<file path="src/rtl/pe_res_drain.sv">
// Result drain for the 3x3 PE: captures a full res_o vector into one of two
// banks (optional ReLU at capture), then streams its words out one per
// handshake while the other bank can accept the next vector.

// Per-word ReLU clamp applied on the capture path.
module pe_res_drain_lane #(
  parameter int W = 32
) (
  input  logic [W-1:0] din,
  input  logic         relu_en,
  output logic [W-1:0] dout
);
  assign dout = (relu_en && din[W-1]) ? '0 : din;
endmodule

module pe_res_drain #(
  parameter int OUTPUT_NUM = 9,
  parameter int IW         = 24,
  parameter int FW         = 8,
  parameter int IDXW       = $clog2(OUTPUT_NUM)
) (
  input  logic                           clk,
  input  logic                           rst_n,
  input  logic [OUTPUT_NUM*(IW+FW)-1:0]  res_i,
  input  logic                           res_valid_i,
  output logic                           res_ready_o,
  input  logic                           relu_en_i,
  output logic [IW+FW-1:0]               dout_o,
  output logic [IDXW-1:0]                dout_idx_o,
  output logic                           dout_last_o,
  output logic                           dout_valid_o,
  input  logic                           dout_ready_i,
  output logic                           busy_o
);
  localparam int W = IW + FW;
  localparam logic [IDXW-1:0] LAST_IDX = IDXW'(OUTPUT_NUM - 1);

  typedef struct packed {
    logic [W-1:0]    data;
    logic [IDXW-1:0] idx;
    logic            last;
  } word_t;

  logic [OUTPUT_NUM-1:0][W-1:0]      cap_word;
  logic [1:0][OUTPUT_NUM-1:0][W-1:0] bank;
  logic                              wb, rb;
  logic [1:0]                        cnt;
  logic [IDXW-1:0]                   idx;
  logic                              capture, pop, retire;
  word_t                             out_word;

  // One clamp lane per result word, all evaluated in the capture cycle.
  for (genvar k = 0; k < OUTPUT_NUM; k++) begin : g_lane
    pe_res_drain_lane #(.W(W)) u_lane (
      .din     (res_i[k*W +: W]),
      .relu_en (relu_en_i),
      .dout    (cap_word[k])
    );
  end

  // Ready comes from registered occupancy only, so a full buffer costs one
  // bubble after the retiring pop instead of a combinational ready path.
  assign res_ready_o  = (cnt != 2'd2);
  assign dout_valid_o = (cnt != 2'd0);
  assign busy_o       = (cnt != 2'd0);

  assign capture = res_valid_i && res_ready_o;
  assign pop     = dout_valid_o && dout_ready_i;
  assign retire  = pop && (idx == LAST_IDX);

  assign out_word.data = bank[rb][idx];
  assign out_word.idx  = idx;
  assign out_word.last = (idx == LAST_IDX) && dout_valid_o;

  assign dout_o      = out_word.data;
  assign dout_idx_o  = out_word.idx;
  assign dout_last_o = out_word.last;

  // Bank storage; a capture only ever writes bank[wb], never the draining bank.
  always_ff @(posedge clk or negedge rst_n) begin
    if (!rst_n) begin
      bank <= '0;
    end else if (capture) begin
      bank[wb] <= cap_word;
    end
  end

  // Write/read bank pointers and word index within the draining vector.
  always_ff @(posedge clk or negedge rst_n) begin
    if (!rst_n) begin
      wb  <= 1'b0;
      rb  <= 1'b0;
      idx <= '0;
    end else begin
      if (capture) wb <= ~wb;
      if (retire) begin
        idx <= '0;
        rb  <= ~rb;
      end else if (pop) begin
        idx <= idx + 1'b1;
      end
    end
  end

  // Occupancy: capture and retire in the same cycle cancel out.
  always_ff @(posedge clk or negedge rst_n) begin
    if (!rst_n) begin
      cnt <= 2'd0;
    end else begin
      case ({capture, retire})
        2'b10:   cnt <= cnt + 2'd1;
        2'b01:   cnt <= cnt - 2'd1;
        default: cnt <= cnt;
      endcase
    end
  end
endmodule

</file>
<file path="config.mk">
export PLATFORM = sky130hd
export DESIGN_NAME = pe_res_drain
export DESIGN_NICKNAME = d
export VERILOG_FILES = /design/src/rtl/pe_res_drain.sv
export SDC_FILE = /design/constraint.sdc
export NUM_CORES = 1
export LEC_CHECK = 0
export BUFFER_PORTS_ARGS = -buffer_cell sky130_fd_sc_hd__buf_4
export CORE_ASPECT_RATIO = 1.5
export CORE_MARGIN = 2
export CORE_UTILIZATION = 55
export CTS_BUF_LIST = sky130_fd_sc_hd__clkbuf_4 sky130_fd_sc_hd__clkbuf_8 sky130_fd_sc_hd__clkbuf_16
export CTS_CLUSTER_DIAMETER = 80
export DETAILED_ROUTE_END_ITERATION = 12
export GPL_TIMING_DRIVEN = 0
export PLACE_DENSITY = 0.8
export SYNTH_ARGS = -nofsm -noshare
export SYNTH_HDL_FRONTEND = slang
export SYNTH_SLANG_ARGS = --single-unit
</file>
<file path="constraint.sdc">
create_clock -name clk -period 2.3 [get_ports clk]
set_clock_uncertainty 0.1 [all_clocks]
set_input_delay 0.46 -clock clk [delete_from_list [all_inputs] [get_ports clk]]
set_output_delay 0.46 -clock clk [all_outputs]
set_load 0.05 [all_outputs]
</file>
==> flow_metrics.tcl, run 1 <==
set metrics [dict create \
    finalHoldViolCount 120 \
    max_freq_mhz 314 \
    synth_cells 2677 \
    cts.reportedPaths.clkPinSlew_ps 70 \
    critPathCaptureType "primary output" \
    start_util_pct 55.7 \
    fin_util_pct 71.5 \
    yosysWarnings 0 \
    antenna_found_initial 0 \
    n_antenna_cell 0 \
    die_area_um2 50300 \
    grtUsageTotal_pct 38.8 \
    yosysSeqAreaShare_pct 54.9 \
    p_leak_nw 15.8 \
    core_area_um2 47800 \
    synthDistinctLibCells 33 \
    drt.antenna.violating_nets 0 \
    wl_per_cell_um 26.2 \
    cts_htree_levels 2 \
    dr.pass1.iters 8 \
    async_flop_share_pct 100 \
    post-route-min-period_ps 3190 \
    period_share_pct 139 \
    post_drt_via_cell_ratio 6.37 \
    cp.arrival_ps 2630 \
    portBuffers 331 \
    synth.area.top_cells "dfrtp_1 55%, nand2_1 12%, o21ai_0 9.4%, mux2i_1 7.2%, mux4_2 5.4%" \
    synth_area_um2 26600 \
    fin_nets 3382 \
    finalWirelength_um 97400 \
    numCtsBuffers 53 \
    r2r_start "dout_idx_o[1]" \
    critPathKind "flip-flop to primary output" \
    tightest_slew_ps 791 \
    yosysTopAreaCell "dfrtp_1" \
    hp-class "primary input to async pin" \
    crit_required_ps 1740 \
    worst-path-max-fanout 5 \
    regArea_um2 14600 \
    drv_slew 0 \
    setup_viol 34 \
    ys.flop_type "dfrtp_1" \
    relSlewSlack_pct 47.3 \
    layout-area-overhead-vs-synth_pct 28.4 \
    rsz0062_at_grt "yes" \
    hold_ws_ps -285 \
    grt_pass1_wl_um 144000 \
    grt_overflow 0 \
    place_hpwl_um 70300 \
    io_pins 333 \
    drc 0 \
    ys_seq_elements 584 \
    mostFrequentLayoutCell "nand2_1" \
    reg2reg_to "cnt[1]" \
    synth_top_area_share_pct 54.9 \
    fillCellCount 3245 \
    power.density_nw_per_um2 1630 \
    vdd_drop_max_uv 968 \
    status "finished, violations left" \
    synth-edff-count 0 \
    start_kind "flip-flop" \
    layout-drive-gt1-share_pct 25.9 \
    rows 98 \
    avgSynthCellArea_um2 9.95 \
    reg2reg_depth 12 \
    drt-initial-drc-count 2772 \
    die_w_um 184 \
    gp_congestion 0.995 \
    grt_pass1_vias 24300 \
    reg2reg_slack_ps -110 \
    root_buffer "clkbuf_16" \
    vias 23700 \
    final_cell_mix "869 x nand2_1, 579 x dfrtp_1, 498 x o21ai_0" \
    syn-num-nets 2973 \
    fp.dieH_um 274 \
    violations "negative hold slack, negative setup slack" \
    drv_cap 0 \
    clockBufferDepth 3 \
    cts_tree "done" \
    grt_max_degree 132 \
    setup_ws_ps -887 \
    clk_latency_ps 580 \
    numClockSinks 584 \
    multiInputGateArea_um2 12300 \
]
-- cell usage after synthesis (3+ instances only) --
cell type / n
o21ai_1: 82
mux2i_1: 192
nand3_1: 33
nand2_1: 869
nor2b_1: 4
nand2b_1: 10
o21ai_0: 498
buf_2: 61
buf_4: 8
o221ai_1: 32
ha_1: 3
clkbuf_1: 102
dfrtp_1: 584
mux4_2: 64
a22oi_1: 64
buf_6: 44
nor2_1: 4
-- cell type report --
class                      instances  share of cell area, %
timing repair buffer             355                   8.93
inverter                           2                 0.0549
multi-input combinational       1873                   35.9
buffer                           217                   4.88
sequential                       584                   42.8
tap                              600                   2.20
clock buffer                      76                   4.58
clock inverter                    17                  0.673
-- how the worst max path moves through the flow --
stage                             start       endpoint  slack, ps  depth (start not counted)
final                                rb     dout_o[12]       -890                          6
after global routing                 rb     dout_o[10]       -900                          6
after CTS                            rb     dout_o[14]       -850                          6
after detailed placement  dout_idx_o[0]     dout_o[19]       -750                          8
after global placement            rst_n  dout_idx_o[3]      -5790                          1
after floorplan           dout_idx_o[1]     dout_o[10]        -20                          5
-- state kept, by name (all words and copies together), names as in the netlist --
| register | flops |
|---|---|
| rb | 1 |
| dout_idx_o | 4 |
| wb | 1 |
| cnt | 2 |
| bank | 576 |
-- what timing repair did --
item	4_1_cts	5_1_grt
resized for setup	237	66
setup endpoints to repair	163	140
cloned	3	4
setup buffers	7	6
pin swaps	20	20
endpoints found under the hold margin	120	120
-- routing by layer --
| metal | part of all wire (%) | GRT usage [%] | up-vias |
|---|---|---|---|
| li1 | - | - | 10000 |
| met1 | 33 | 46.2 | 11700 |
| met2 | 47 | 60.2 | 1588 |
| met3 | 9.5 | 7.64 | 426 |
| met4 | 10 | 34.2 | 0 |
| met5 | 0 | 0 | - |
-- per-stage QoR --
step	total power [mW]	TNS (ps)	cell area (um^2)	setup slack, ps	cells
detailed placement	41.0	-123770	30600	-748	3612
CTS	53.5	-25540	33700	-853	3714
global placement	40.0	-3023040	30500	-5790	3608
floorplan	32.7	-624	27300	-20.8	2677
finish	55.6	-26120	34200	-887	3724
global route	57.7	-27040	34200	-895	3724
-- report_power, final --
group | total [mW] | internal (mW) | switching (mW)
Sequential | 17.3 | 14.7 | 2.60
Combinational | 29.0 | 11.4 | 17.6
Clock | 9.29 | 5.29 | 3.99
-- kinds of logic after synthesis --
kind of cell | count (synthesis) | synth area share (%)
AOI/OAI and AO/OA | 678 | 13.8
xor gates and xnor gates | 4 | 0.132
adders and majority gates | 3 | 0.141
buffers and inverters | 220 | 4.74
DFF | 584 | 54.9
muxes | 258 | 12.7
and+or+nand+nor | 930 | 13.6
-- critical path, stage by stage (launching register included) --
cell	delay, ps
dfrtp_2	420
buf_12	170
buf_12	150
mux4_2	610
mux2i_4	320
o221ai_4	170
buf_6	200
Note: power is estimated with default switching activity, not from simulation.
==> inputs of run 2 (changes only) <==
--- a/config.mk
+++ b/config.mk
@@ -13,7 +13,8 @@
 export CTS_CLUSTER_DIAMETER = 80
 export DETAILED_ROUTE_END_ITERATION = 12
 export GPL_TIMING_DRIVEN = 0
-export PLACE_DENSITY = 0.8
+export PLACE_DENSITY = 0.77
 export SYNTH_ARGS = -nofsm -noshare
 export SYNTH_HDL_FRONTEND = slang
+export SYNTH_HIERARCHICAL = 1
 export SYNTH_SLANG_ARGS = --single-unit
==> run 2 against run 1 <==
The run still ends with negative hold slack, negative setup slack left. Setup slack improved by 44 ps. Register-to-register slack improved by 230 ps. Sequential power up 3%. Hold slack lost 9.2 ps. Critical endpoint is now dout_o[30]. Largest power group unchanged.
==> flow_metrics.tcl, run 2 <==
set metrics [dict create \
    status "finished, violations left" \
    violations "negative hold slack, negative setup slack" \
    dp_slack_ps -1160 \
    synth_top_area_share_pct 50.3 \
    post-synth-top-count-cell "dfrtp_1" \
    ys.flop_type "dfrtp_1" \
    regMostFlops "bank" \
    vdd_drop_max_uv 1510 \
    hold_ws_ps -294 \
    hp-class "primary input to async pin" \
    worst-path-max-fanout 6 \
    synth.area.top_cells "dfrtp_1 50%, mux2_2 15%, mux2_1 7.7%, mux2i_1 6.6%, a21boi_1 6.3%" \
    vias 19800 \
    fp.dieH_um 286 \
    final_cell_mix "579 x dfrtp_1, 392 x buf_4, 377 x mux2_2" \
    cts_tree "done" \
    synth-edff-count 0 \
    die_w_um 192 \
    io_pins 333 \
    wl_per_cell_um 28.0 \
    mostFrequentLayoutCell "dfrtp_1" \
    numClockSinks 584 \
    finalHoldViolCount 116 \
    drv_cap 0 \
    finalWirelength_um 89200 \
    drv_slew 0 \
    n_antenna_cell 0 \
    synth_cells 2055 \
    tightest_slew_ps 826 \
    max_freq_mhz 318 \
    yosysSeqAreaShare_pct 50.3 \
    synthDistinctLibCells 38 \
    rsz0062_at_grt "yes" \
    synth_common_cells "584 x dfrtp_1, 377 x mux2_2, 243 x a21boi_1, 200 x mux2_1, 192 x mux2i_1" \
    crit_required_ps 1740 \
    grt_max_degree 128 \
    post-route-min-period_ps 3140 \
    drt-initial-drc-count 1121 \
    final_area_um2 36700 \
    numCtsBuffers 54 \
    period_share_pct 137 \
    avgSynthCellArea_um2 14.1 \
    die_area_um2 54800 \
    root_buffer "clkbuf_16" \
    fin_nets 2761 \
    cp.arrival_ps 2580 \
    start_util_pct 55.4 \
    drc 0 \
    regArea_um2 14600 \
    syn-num-nets 2351 \
    relSlewSlack_pct 44.9 \
    yosysTopAreaCell "dfrtp_1" \
    setup_viol 33 \
    synth_area_um2 29100 \
    clockBufferDepth 3 \
    gp_congestion 0.883 \
    grt_overflow 0 \
    critPathCaptureType "primary output" \
    placed_cell_area_um2 33200 \
    core_area_um2 52500 \
    power.density_nw_per_um2 1570 \
    dr.pass1.iters 5 \
    critPathKind "flip-flop to primary output" \
    fillCellCount 3527 \
    finalPower_mw 57.5 \
    async_flop_share_pct 100 \
    grt_pass1_vias 21800 \
    antenna_found_initial 1 \
    post_drt_via_cell_ratio 6.22 \
    yosysWarnings 6 \
    layout-drive-gt1-share_pct 49.6 \
    multiInputGateArea_um2 14600 \
    p_leak_nw 16.3 \
    grt_pass1_wl_um 132000 \
    drt.antenna.violating_nets 0 \
    grtUsageTotal_pct 32.8 \
    ys_seq_elements 584 \
    start_kind "flip-flop" \
    portBuffers 332 \
    cts.reportedPaths.clkPinSlew_ps 70 \
    setup_ws_ps -844 \
    clk_latency_ps 590 \
    rows 103 \
    layout-area-overhead-vs-synth_pct 26.1 \
    largest_reg_flops 576 \
    place_hpwl_um 65100 \
    cts_htree_levels 2 \
]
## run 2: cell types whose count changed after synthesis, moves of 8 or more
cell	previous run	this run
and2b_2	0	9
buf_4	8	90
mux2_1	0	200
a21boi_0	0	9
clkbuf_1	102	29
o21ai_1	82	1
nand2b_1	10	1
o21ai_0	498	3
buf_2	61	53
a21boi_2	0	27
a21boi_1	0	243
mux2_2	2	377
nand2_1	869	3
buf_6	44	4
## run 2: kinds of logic after synthesis
family,Yosys count,synth area share [%]
muxes,833,33.9
DFF,584,50.3
AOI/OAI and AO/OA,381,10.3
buffers and inverters,182,3.84
and+or+nand+nor,67,1.41
xor gates and xnor gates,5,0.151
adders and majority gates,3,0.129
## run 2: critical path, stage by stage (launching register included)
cell       delay (ps)
dfrtp_2           430
clkbuf_16         240
buf_16            160
mux4_2            530
mux2i_4           250
o221ai_4          180
buf_6             190
## run 2: repair_timing
item / 4_1_cts / 5_1_grt
buffers inserted: 11 / 4
endpoints found under the setup margin: 36 / 127
pin swaps: 5 / 16
hold endpoints to repair: 116 / 116
resized for setup: 203 / 74
cloned: 1 / 4
## run 2: path summary, 6_finish.rpt
check	start	to	slack [ps]	depth (start not counted)
min reg2reg	bank[89]	bank[89]	380	1
min	rst_n	bank[525]	-290	1
max	rb	dout_o[30]	-840	6
max reg2reg	dout_idx_o[0]	cnt[1]	120	11
max in group asynchronous	rst_n	bank[264]	510	4
min in group clk	dout_ready_i	dout_idx_o[2]	90	3
## run 2: power by group
group | switching, mW | leakage (nW) | internal [mW]
combinational | 15.6 | 8.14 | 14.1
clock | 3.97 | 0.984 | 5.87
sequential | 2.68 | 7.22 | 15.2
## run 2: area by class of cell
type | count | share of cell area [%]
Multi-Input combinational cell | 1289 | 39.8
Clock inverter | 10 | 0.485
Clock buffer | 86 | 4.90
Buffer | 177 | 4.31
Timing Repair Buffer | 356 | 8.19
Inverter | 3 | 0.0785
Tap cell | 682 | 2.33
Sequential cell | 584 | 39.9
## run 2: per-stage QoR
step                      utilization, %  cells  setup TNS [ps]
after detailed placement            63.4   3073         -113460
final                               69.9   3187          -24990
after global placement              63.1   3069        -3040590
after floorplan                        -   2055               0
after global routing                69.9   3187          -25700
after CTS                           68.9   3179          -25640
## run 2: metal layers
metal | up-vias | global-route usage [%] | share of wire, %
li1 | 8499 | - | -
met1 | 10400 | 39.6 | 37
met4 | 2 | 18.3 | 6.0
met5 | - | 0 | 0.019
met3 | 239 | 4.28 | 5.3
met2 | 695 | 56.5 | 51
